[src/rtl/uart_msg_sender.sv]
// uart_msg_sender: builds a framed ASCII message and shifts it out as 8N1 UART.
//   Message: PREFIX bytes, '0'+chan, ':', payload (raw or uppercase hex), optional CR LF.
//   Bytes follow each other with no idle gap; the next byte is preloaded during the stop bit.
// Ports:
//   clk    system clock
//   rst    asynchronous reset, active-low
//   start  one-cycle send request, sampled only in IDLE
//   chan   channel index, accepted when < N_CHAN
//   datos  payload, most significant byte sent first
//   tx     UART line, idle high, driven from a register
//   busy   high from the cycle after an accepted start until the last stop bit ends
//   done   one-cycle pulse once the whole message has been sent
//   err    one-cycle pulse when a start is rejected for an out-of-range channel
module uart_msg_sender #(
  parameter int          CLK_DIV    = 434,
  parameter int          PREFIX_LEN = 2,
  parameter logic [63:0] PREFIX     = 64'h0000_0000_0000_543D,
  parameter int          DATA_BYTES = 1,
  parameter int          N_CHAN     = 10,
  parameter int          ASCII_HEX  = 1,
  parameter int          TERM       = 1
) (
  input  logic                    clk,
  input  logic                    rst,
  input  logic                    start,
  input  logic [3:0]              chan,
  input  logic [8*DATA_BYTES-1:0] datos,
  output logic                    tx,
  output logic                    busy,
  output logic                    done,
  output logic                    err
);

  localparam int BAUD_W  = $clog2(CLK_DIV);
  localparam int PAY_LEN = DATA_BYTES * ((ASCII_HEX != 0) ? 2 : 1);
  localparam int PAY_END = PREFIX_LEN + 2 + PAY_LEN;
  localparam int MSG_LEN = PAY_END + ((TERM != 0) ? 2 : 0);

  localparam logic [4:0]        LAST_IDX = 5'(MSG_LEN - 1);
  localparam logic [BAUD_W-1:0] BAUD_MAX = BAUD_W'(CLK_DIV - 1);

  localparam logic [2:0] S_IDLE  = 3'd0;
  localparam logic [2:0] S_LOAD  = 3'd1;
  localparam logic [2:0] S_START = 3'd2;
  localparam logic [2:0] S_DATA  = 3'd3;
  localparam logic [2:0] S_STOP  = 3'd4;
  localparam logic [2:0] S_DONE  = 3'd5;

  logic [2:0]              state;
  logic [3:0]              chan_q;
  logic [8*DATA_BYTES-1:0] datos_q;
  logic [4:0]              idx;
  logic [2:0]              bit_cnt;
  logic [BAUD_W-1:0]       baud;
  logic [7:0]              byte_q;

  logic       baud_end;
  logic       chan_ok;
  logic [4:0] sel_idx;
  logic [7:0] byte_next;
  logic [7:0] pay_byte;
  logic [3:0] nib;
  int         pos;
  int         off;

  assign baud_end = (baud == BAUD_MAX);
  assign chan_ok  = ({28'd0, chan} < 32'(N_CHAN));
  // During the stop bit look one byte ahead so the next frame starts without a gap.
  assign sel_idx  = (state == S_STOP) ? idx + 5'd1 : idx;

  // Byte selected by sel_idx out of the latched fields.
  always_comb begin
    pos       = int'(sel_idx);
    off       = pos - PREFIX_LEN - 2;
    pay_byte  = 8'h00;
    nib       = 4'h0;
    byte_next = 8'h00;
    if (pos < PREFIX_LEN) begin
      byte_next = 8'(PREFIX >> (8 * (PREFIX_LEN - 1 - pos)));
    end else if (pos == PREFIX_LEN) begin
      byte_next = 8'h30 + {4'h0, chan_q};
    end else if (pos == PREFIX_LEN + 1) begin
      byte_next = 8'h3A;
    end else if (pos < PAY_END) begin
      if (ASCII_HEX != 0) begin
        // Two characters per payload byte, high nibble first.
        pay_byte  = 8'(datos_q >> (8 * (DATA_BYTES - 1 - (off / 2))));
        nib       = off[0] ? pay_byte[3:0] : pay_byte[7:4];
        byte_next = (nib < 4'd10) ? 8'h30 + {4'h0, nib} : 8'h37 + {4'h0, nib};
      end else begin
        byte_next = 8'(datos_q >> (8 * (DATA_BYTES - 1 - off)));
      end
    end else if ((TERM != 0) && (pos == PAY_END)) begin
      byte_next = 8'h0D;
    end else if ((TERM != 0) && (pos == PAY_END + 1)) begin
      byte_next = 8'h0A;
    end
  end

  always_ff @(posedge clk or negedge rst) begin
    if (!rst) begin
      state   <= S_IDLE;
      chan_q  <= '0;
      datos_q <= '0;
      idx     <= '0;
      bit_cnt <= '0;
      baud    <= '0;
      byte_q  <= '0;
      tx      <= 1'b1;
      busy    <= 1'b0;
      done    <= 1'b0;
      err     <= 1'b0;
    end else begin
      done <= 1'b0;
      err  <= 1'b0;
      case (state)
        S_IDLE: begin
          if (start) begin
            if (chan_ok) begin
              chan_q  <= chan;
              datos_q <= datos;
              idx     <= '0;
              busy    <= 1'b1;
              state   <= S_LOAD;
            end else begin
              err <= 1'b1;
            end
          end
        end
        S_LOAD: begin
          byte_q <= byte_next;
          baud   <= '0;
          tx     <= 1'b0;
          state  <= S_START;
        end
        S_START: begin
          if (baud_end) begin
            baud    <= '0;
            bit_cnt <= '0;
            tx      <= byte_q[0];
            state   <= S_DATA;
          end else begin
            baud <= baud + 1'b1;
          end
        end
        S_DATA: begin
          if (baud_end) begin
            baud <= '0;
            if (bit_cnt == 3'd7) begin
              tx    <= 1'b1;
              state <= S_STOP;
            end else begin
              bit_cnt <= bit_cnt + 3'd1;
              tx      <= byte_q[bit_cnt + 3'd1];
            end
          end else begin
            baud <= baud + 1'b1;
          end
        end
        S_STOP: begin
          byte_q <= byte_next;
          if (baud_end) begin
            baud <= '0;
            if (idx == LAST_IDX) begin
              busy  <= 1'b0;
              done  <= 1'b1;
              state <= S_DONE;
            end else begin
              idx   <= idx + 5'd1;
              tx    <= 1'b0;
              state <= S_START;
            end
          end else begin
            baud <= baud + 1'b1;
          end
        end
        S_DONE: begin
          idx   <= '0;
          state <= S_IDLE;
        end
        default: state <= S_IDLE;
      endcase
    end
  end

endmodule
[config.mk]
export PLATFORM = sky130hd
export DESIGN_NAME = uart_msg_sender
export DESIGN_NICKNAME = d
export VERILOG_FILES = /design/src/rtl/uart_msg_sender.sv
export SDC_FILE = /design/constraint.sdc
export NUM_CORES = 1
export LEC_CHECK = 0
export ABC_AREA = 1
export BUFFER_PORTS_ARGS = -buffer_cell sky130_fd_sc_hd__buf_2
export CAP_MARGIN = 40
export CORE_MARGIN = 1.5
export CORE_UTILIZATION = 55
export DETAILED_ROUTE_END_ITERATION = 7
export GPL_ROUTABILITY_DRIVEN = 0
export GPL_TIMING_DRIVEN = 0
export PLACE_DENSITY_LB_ADDON = 0.25
export SYNTH_ARGS = -nofsm -noshare
export SYNTH_HDL_FRONTEND = slang
export SYNTH_SLANG_ARGS = --single-unit
[constraint.sdc]
create_clock -name clk -period 4.9 [get_ports clk]
set_input_delay 0.98 -clock clk [delete_from_list [all_inputs] [get_ports clk]]
set_output_delay 0.98 -clock clk [all_outputs]
set_load 0.01 [all_outputs]
==> results.ini, run 1 <==
[run_status]
status=finished, final reports clean

[place]
post_dp_cell_area_sq_um=3150
post-place-ws_ns=0.0210
io_buffers=18
dp_cells=483
dp_hpwl_um=4730

[route]
via_per_inst=5.37
drcViolationCount=0
drt_iter0_drc=127
drt-pass1-iter-count=4
finalWirelength_um=6390
vias=2694
ant_nets=0
wl_per_cell_um=12.7

[worst_setup_path]
cp.required_ns=5.09
worst_path_most_repeated_cell=nand2_1
crit_start=state[0]
crit_arrival_ns=4.75
startpoint_type=flop
cp-end-kind=flop
path_class=reg -> reg
critical_path.max_stage_delay_ns=0.50
cp_max_fo=10
slowest_stage=fa_1
worst_r2r_startpoint=state[0]

[cells_and_area]
syn_to_final_growth_pct=14.3
instances_no_fill=502
nFillCells=481
post-route-util_pct=65.7
final_nets=464
stdcell_area_sq_um=3380
final_layout_size_suffix_gt1_share_pct=19.9
diodes=0
seq_area_sq_um=1080
multiInputGateArea_sq_um=1670

[synthesis]
yosysMostFrequentCell=nand2_1
synth_cell_types=42
synth_cells=394
ys_async_sr_fraction_pct=100
yosys.area.top_type=dfrtp_1
synth_nets=427
synth_enable_flop_cells=0
synth_top_area_share_pct=35.6
yosysSeqAreaShare_pct=36.5
yosys-top-cells-area=dfrtp_1 (36%), nand2_1 (9.3%), inv_1 (7.2%), ha_1 (7.2%), nor2_1 (6.9%)
syn_area_sq_um=2950
yosysWarnings=0
avgSynthCellArea_sq_um=7.50
synth_commonest_cells=nand2_1 (73), inv_1 (57), nor2_1 (54), dfrtp_1 (42), nand3_1 (29)
synth_flop_cell=dfrtp_1
synth-seq-cells=43

[hold_path]
hold_class=reg -> reg
hold_start=byte_q[1]

[die]
fp.dieW_um=76.3
row_count=26
initial_utilization_pct=57.5
design.core.area_sq_um=5140
die-area_sq_um=5820
die_h_um=76.3
ioPinCount=19

[pwr]
intPower_uw=460
power_frac_seq_pct=59.1
switching_share_pct=23.3
combPwrFrac_pct=2.4
vdd_ir_drop_max_mv=0.161
cellPowerDensity_nw_per_um2=178
p_leak_nw=1.71
pwr-share-clk_pct=38.4
p_sw_uw=140

[sta]
period_needed_ns=4.57
setup_violations=0
hold_violations=0
final.setup_skew_ns=0.00744
fin_tns_setup_ns=0
worstMarginPinSlew_ns=0.786
fin_ws_ns=0.335
relSlewSlack_pct=47.5
post-route-period-util_pct=93.2
timing.fmax_ghz=0.219
finalMaxSlewViolations=0

[global_routing]
grt_pass1_vias=2525
grt_usage_pct=22.8
globalRouteOverflowTotal=0
grt_pass1_wl_um=10900
grt_start_max_net_pins=28
antenna_found_initial=0

[clock_tree]
clk_pin_slew_ns=0.08
clockBufferDepth=2
clk_latency_ns=0.30
cts_tree=yes
h-tree-depth=2
cts_made_buffers=5
numClockSinks=43
root_buffer=clkbuf_8

[run]
max-cap-violations=0

## path summary, 6_finish.rpt
kind,slack (ns),cells after the start,to
setup / recovery,0.33,32,byte_q[2]
hold / removal,0.49,2,byte_q[1]
setup reg to reg,0.33,32,byte_q[2]
hold reg to reg,0.49,2,byte_q[1]
max in group asynchronous,3.75,2,tx
min in group asynchronous,0.59,1,idx[1]
## layout make-up
| cell class | count | share of cell area, % |
|---|---|---|
| Inverter | 65 | 7.26 |
| Buffer | 4 | 0.667 |
| Tap cell | 70 | 2.59 |
| Clock inverter | 2 | 0.371 |
| Sequential cell | 43 | 31.9 |
| Timing Repair Buffer | 30 | 5.71 |
| Multi-Input combinational cell | 282 | 49.3 |
| Clock buffer | 6 | 2.15 |
## power groups by stage
| stage | clock network [mW] | logic [mW] | registers, mW |
|---|---|---|---|
| 6_report | 0.231 | 0.0146 | 0.355 |
| 5_1_grt | 0.248 | 0.0172 | 0.355 |
| 4_1_cts | 0.236 | 0.0154 | 0.355 |
| 3_5_place_dp | 0 | 0.0154 | 0.362 |
| 3_3_place_gp | 0 | 0.0132 | 0.362 |
| 2_1_floorplan | 0 | 0.000440 | 0.362 |
## repair_timing
item,4_1_cts,5_1_grt
resized for setup,1,11
setup buffers,0,11
hold buffers,0,0
setup endpoints to repair,3,6
pin swaps,1,3
## stage by stage
| stage | total power, mW | hold slack [ns] |
|---|---|---|
| after floorplan | 0.362 | 0.444 |
| after global placement | 0.375 | 0.468 |
| after detailed placement | 0.377 | 0.471 |
| after CTS | 0.606 | 0.493 |
| after global routing | 0.620 | 0.525 |
| final | 0.600 | 0.489 |
## registers in the layout (all words and copies together), names as in the netlist
name,count
busy,1
baud,9
datos_q,8
idx,5
tx,1
err,1
done,1
state,3
byte_q,7
chan_q,4
bit_cnt,3
## logic make-up (layout without fill, tap and decap cells)
logic type | count (synthesis) | after routing | share of synthesized area [%]
flops | 43 | 43 | 36.5
xor+xnor | 1 | 1 | 0.297
mux | 12 | 12 | 4.57
buf+inv | 69 | 107 | 9.06
simple gates | 193 | 193 | 29.5
compound gates | 58 | 58 | 12.2
fa+ha+maj | 18 | 18 | 7.88
## critical path, delay by kind of cell, from the launching register on
family	cells	cell delay, ns
compound gates	5	0.67
fa+ha+maj	4	1.22
buf+inv	6	0.49
flops	1	0.40
simple gates	17	1.65
## placed cells by master (no fill, tap or decap), types with 2 or more instances in the layout
| cell type | synthesis | routed |
|---|---|---|
| a21oi_2 | 2 | 3 |
| clkinv_2 | 1 | 2 |
| nand2_1 | 73 | 73 |
| ha_1 | 17 | 13 |
| a31oi_1 | 4 | 4 |
| buf_4 | 0 | 11 |
| nor3_1 | 12 | 11 |
| o21ai_0 | 18 | 18 |
| mux2_2 | 12 | 12 |
| ha_4 | 0 | 3 |
| inv_1 | 57 | 55 |
| o211ai_1 | 3 | 3 |
| nor2_1 | 54 | 53 |
| clkbuf_8 | 0 | 5 |
| clkbuf_1 | 2 | 3 |
| nand3_2 | 3 | 3 |
| nand3_1 | 29 | 29 |
| a21oi_1 | 19 | 18 |
| nor2_2 | 5 | 5 |
| dfrtp_1 | 42 | 42 |
| nor4_1 | 2 | 2 |
| nor2_4 | 1 | 2 |
| buf_2 | 0 | 18 |
| nand4_1 | 7 | 7 |
| nand2_2 | 4 | 4 |
| inv_2 | 6 | 8 |
| a41oi_1 | 2 | 2 |
## per-layer routing
metal,routed length (um),up-vias,GRT usage (%)
met3,229,12,4.07
met1,2790,1261,28.9
li1,-,1368,-
met5,0,-,0
met4,133,0,5.93
met2,3230,53,40.0
No activity file was read; power rests on OpenSTA's default activity.
==> run 2, diff against run 1 <==
- PLACE_DENSITY: unset -> 0.85
- PLACE_DENSITY_LB_ADDON: 0.25 -> unset
- clock period: 4.9 -> 3.79 ns (I/O delays scaled with it)
==> run 2 against run 1 <==
- the run now ends with negative setup slack left
- highest routed layer unchanged
- wire length is 19% higher
- total power rose by 28%
- clock power rose by 26%
- die area stayed put
- sequential cell count stayed put
- setup slack lost 1.0 ns
- via count rose by 11%
- count of clock-buffer cells in the layout stayed put
- sequential power up 29%
- critical path depth fell by 1
==> results.ini, run 2 (same netlist as run 1, synthesis figures left out) <==
[run_status]
status=finished, violations left  ; was finished, final reports clean
violations=negative setup slack

[sta]
fin_ws_ns=-0.712  ; was 0.335 ns
hold_violations=0  ; unchanged
finalMaxSlewViolations=0  ; unchanged
worstMarginPinSlew_ns=0.761  ; was 0.786 ns
setup_violations=7  ; was 0
period_needed_ns=4.50  ; was 4.57 ns
post-route-period-util_pct=119  ; was 93.2%
timing.fmax_ghz=0.222  ; was 0.219 GHz
grt_setup_unrepaired=true
final.setup_skew_ns=0.00674  ; was 0.00744 ns
relSlewSlack_pct=49.2  ; was 47.5%

[global_routing]
grt_start_max_net_pins=30  ; was 28
grt_pass1_vias=2924  ; was 2525
globalRouteOverflowTotal=0  ; unchanged
grt_usage_pct=26.3  ; was 22.8%
grt_pass1_wl_um=12400  ; was 10900 um
antenna_found_initial=0  ; unchanged

[worst_setup_path]
worst_r2r_startpoint=state[0]  ; unchanged
cp_top_family=simple AND/OR/NAND/NOR gates  ; unchanged
cp_max_fo=5  ; was 10
crit_arrival_ns=4.75  ; about the same
startpoint_type=flop  ; unchanged
crit_buf_inv=5  ; was 6
path_class=reg -> reg  ; unchanged
critical_path.max_stage_delay_ns=0.54  ; was 0.50 ns
worst_path_most_repeated_cell=nand2_1  ; unchanged
cp.required_ns=4.03  ; was 5.09 ns
slowest_stage=fa_1  ; unchanged
crit_start=state[0]  ; unchanged
cp-end-kind=flop  ; unchanged

[hold_path]
hold_class=in -> async  ; was reg -> reg

[clock_tree]
cts_tree=yes  ; unchanged
clockBufferDepth=2  ; unchanged
cts_made_buffers=5  ; unchanged
clk_pin_slew_ns=0.08  ; about the same
root_buffer=clkbuf_8  ; unchanged
clk_latency_ns=0.31  ; was 0.30 ns
numClockSinks=43  ; unchanged
h-tree-depth=2  ; unchanged

[route]
drcViolationCount=0  ; unchanged
ant_nets=0  ; unchanged
via_per_inst=5.77  ; was 5.37
wl_per_cell_um=14.7  ; was 12.7 um
drt_iter0_drc=217  ; was 127
vias=2981  ; was 2694
finalWirelength_um=7590  ; was 6390 um
drt-pass1-iter-count=5  ; was 4

[place]
io_buffers=18  ; unchanged
post_dp_cell_area_sq_um=3230  ; was 3150 sq um
dp_hpwl_um=4860  ; was 4730 um
dp_cells=483  ; unchanged

[cells_and_area]
reg_top3=baud (9), datos_q (8), byte_q (7)  ; unchanged
final_cell_mix=nand2_1 (62), nor2_1 (53), inv_1 (52)  ; was nand2_1 (73), inv_1 (55), nor2_1 (53)
largest_reg_flops=9  ; unchanged
final_layout_size_suffix_gt1_share_pct=27.3  ; was 19.9%
largest_register=baud  ; unchanged
nFillCells=393  ; was 481
syn_to_final_growth_pct=22.4  ; was 14.3%
diodes=0  ; unchanged
stdcell_area_sq_um=3610  ; was 3380 sq um
final_nets=479  ; was 464
mostFrequentLayoutCell=nand2_1  ; unchanged
instances_no_fill=517  ; was 502

[pwr]
cellPowerDensity_nw_per_um2=213  ; was 178 nW/um^2
p_leak_nw=1.80  ; was 1.71 nW
vdd_ir_drop_max_mv=0.132  ; was 0.161 mV

[die]
fp.dieW_um=76.3  ; unchanged
initial_utilization_pct=57.5  ; unchanged
die-area_sq_um=5820  ; unchanged
design.core.area_sq_um=5140  ; unchanged
row_count=26  ; unchanged
ioPinCount=19  ; unchanged
die_h_um=76.3  ; unchanged

[run]
max-cap-violations=0  ; unchanged

[run 2: cell types whose count changed in the layout (fill, tap and decap cells not counted), sizes merged]
cell	delta
buf	+15
[run 2: what timing repair did]
action                                 4_1_cts  5_1_grt
setup buffers                               23        3
pin swaps                                   25        6
hold buffers                                 0        0
endpoints found under the hold margin        0        0
gates cloned                                 0        0
resized for setup                           11       11
setup endpoints to repair                    7        7
[run 2: final timing paths]
path / end / slack, ns / depth (start not counted)
max in group asynchronous: tx / 2.89 / 2
setup reg to reg: byte_q[2] / -0.71 / 31
min in group clk: byte_q[1] / 0.50 / 2
hold reg to reg: byte_q[1] / 0.50 / 2
setup / recovery: byte_q[2] / -0.71 / 31
hold / removal: idx[0] / 0.36 / 1
[run 2: where the power goes]
| part | switching (mW) | internal, mW | total (mW) |
|---|---|---|---|
| Clock | 0.163 | 0.129 | 0.292 |
| Sequential | 0 | 0.458 | 0.458 |
| Combinational | 0.0118 | 0.00733 | 0.0192 |
| Total | 0.175 | 0.595 | 0.770 |
[run 2: area by class of cell]
type / instances / area [sq um] / share of cell area, %
Multi-Input combinational cell: 282 / 1760 / 48.7
Sequential cell: 43 / 1080 / 29.8
Timing Repair Buffer: 45 / 334 / 9.24
Inverter: 65 / 248 / 6.85
Tap cell: 70 / 87.6 / 2.42
Clock buffer: 6 / 72.6 / 2.01
Buffer: 4 / 22.5 / 0.623
Clock inverter: 2 / 12.5 / 0.346
[run 2: routing by layer]
layer / wire, um / global-route usage, % / vias to the layer above
met1: 2860 / 29.8 / 1376
met3: 517 / 4.79 / 43
li1: - / - / 1408
met4: 356 / 12.6 / 0
met2: 3860 / 47.5 / 154
met5: 0 / 0 / -
[run 2: stage by stage]
step	power (mW)	setup WS [ns]	setup TNS, ns	hold slack [ns]	utilization [%]
after global routing	0.798	-0.940	-5.51	0.380	70.3
final	0.770	-0.712	-3.95	0.355	70.3
after floorplan	0.468	-0.252	-1.06	0.444	-
after CTS	0.775	-0.364	-2.02	0.363	69.2
after global placement	0.484	-0.577	-3.19	0.479	62.4
after detailed placement	0.487	-0.688	-3.98	0.485	62.8
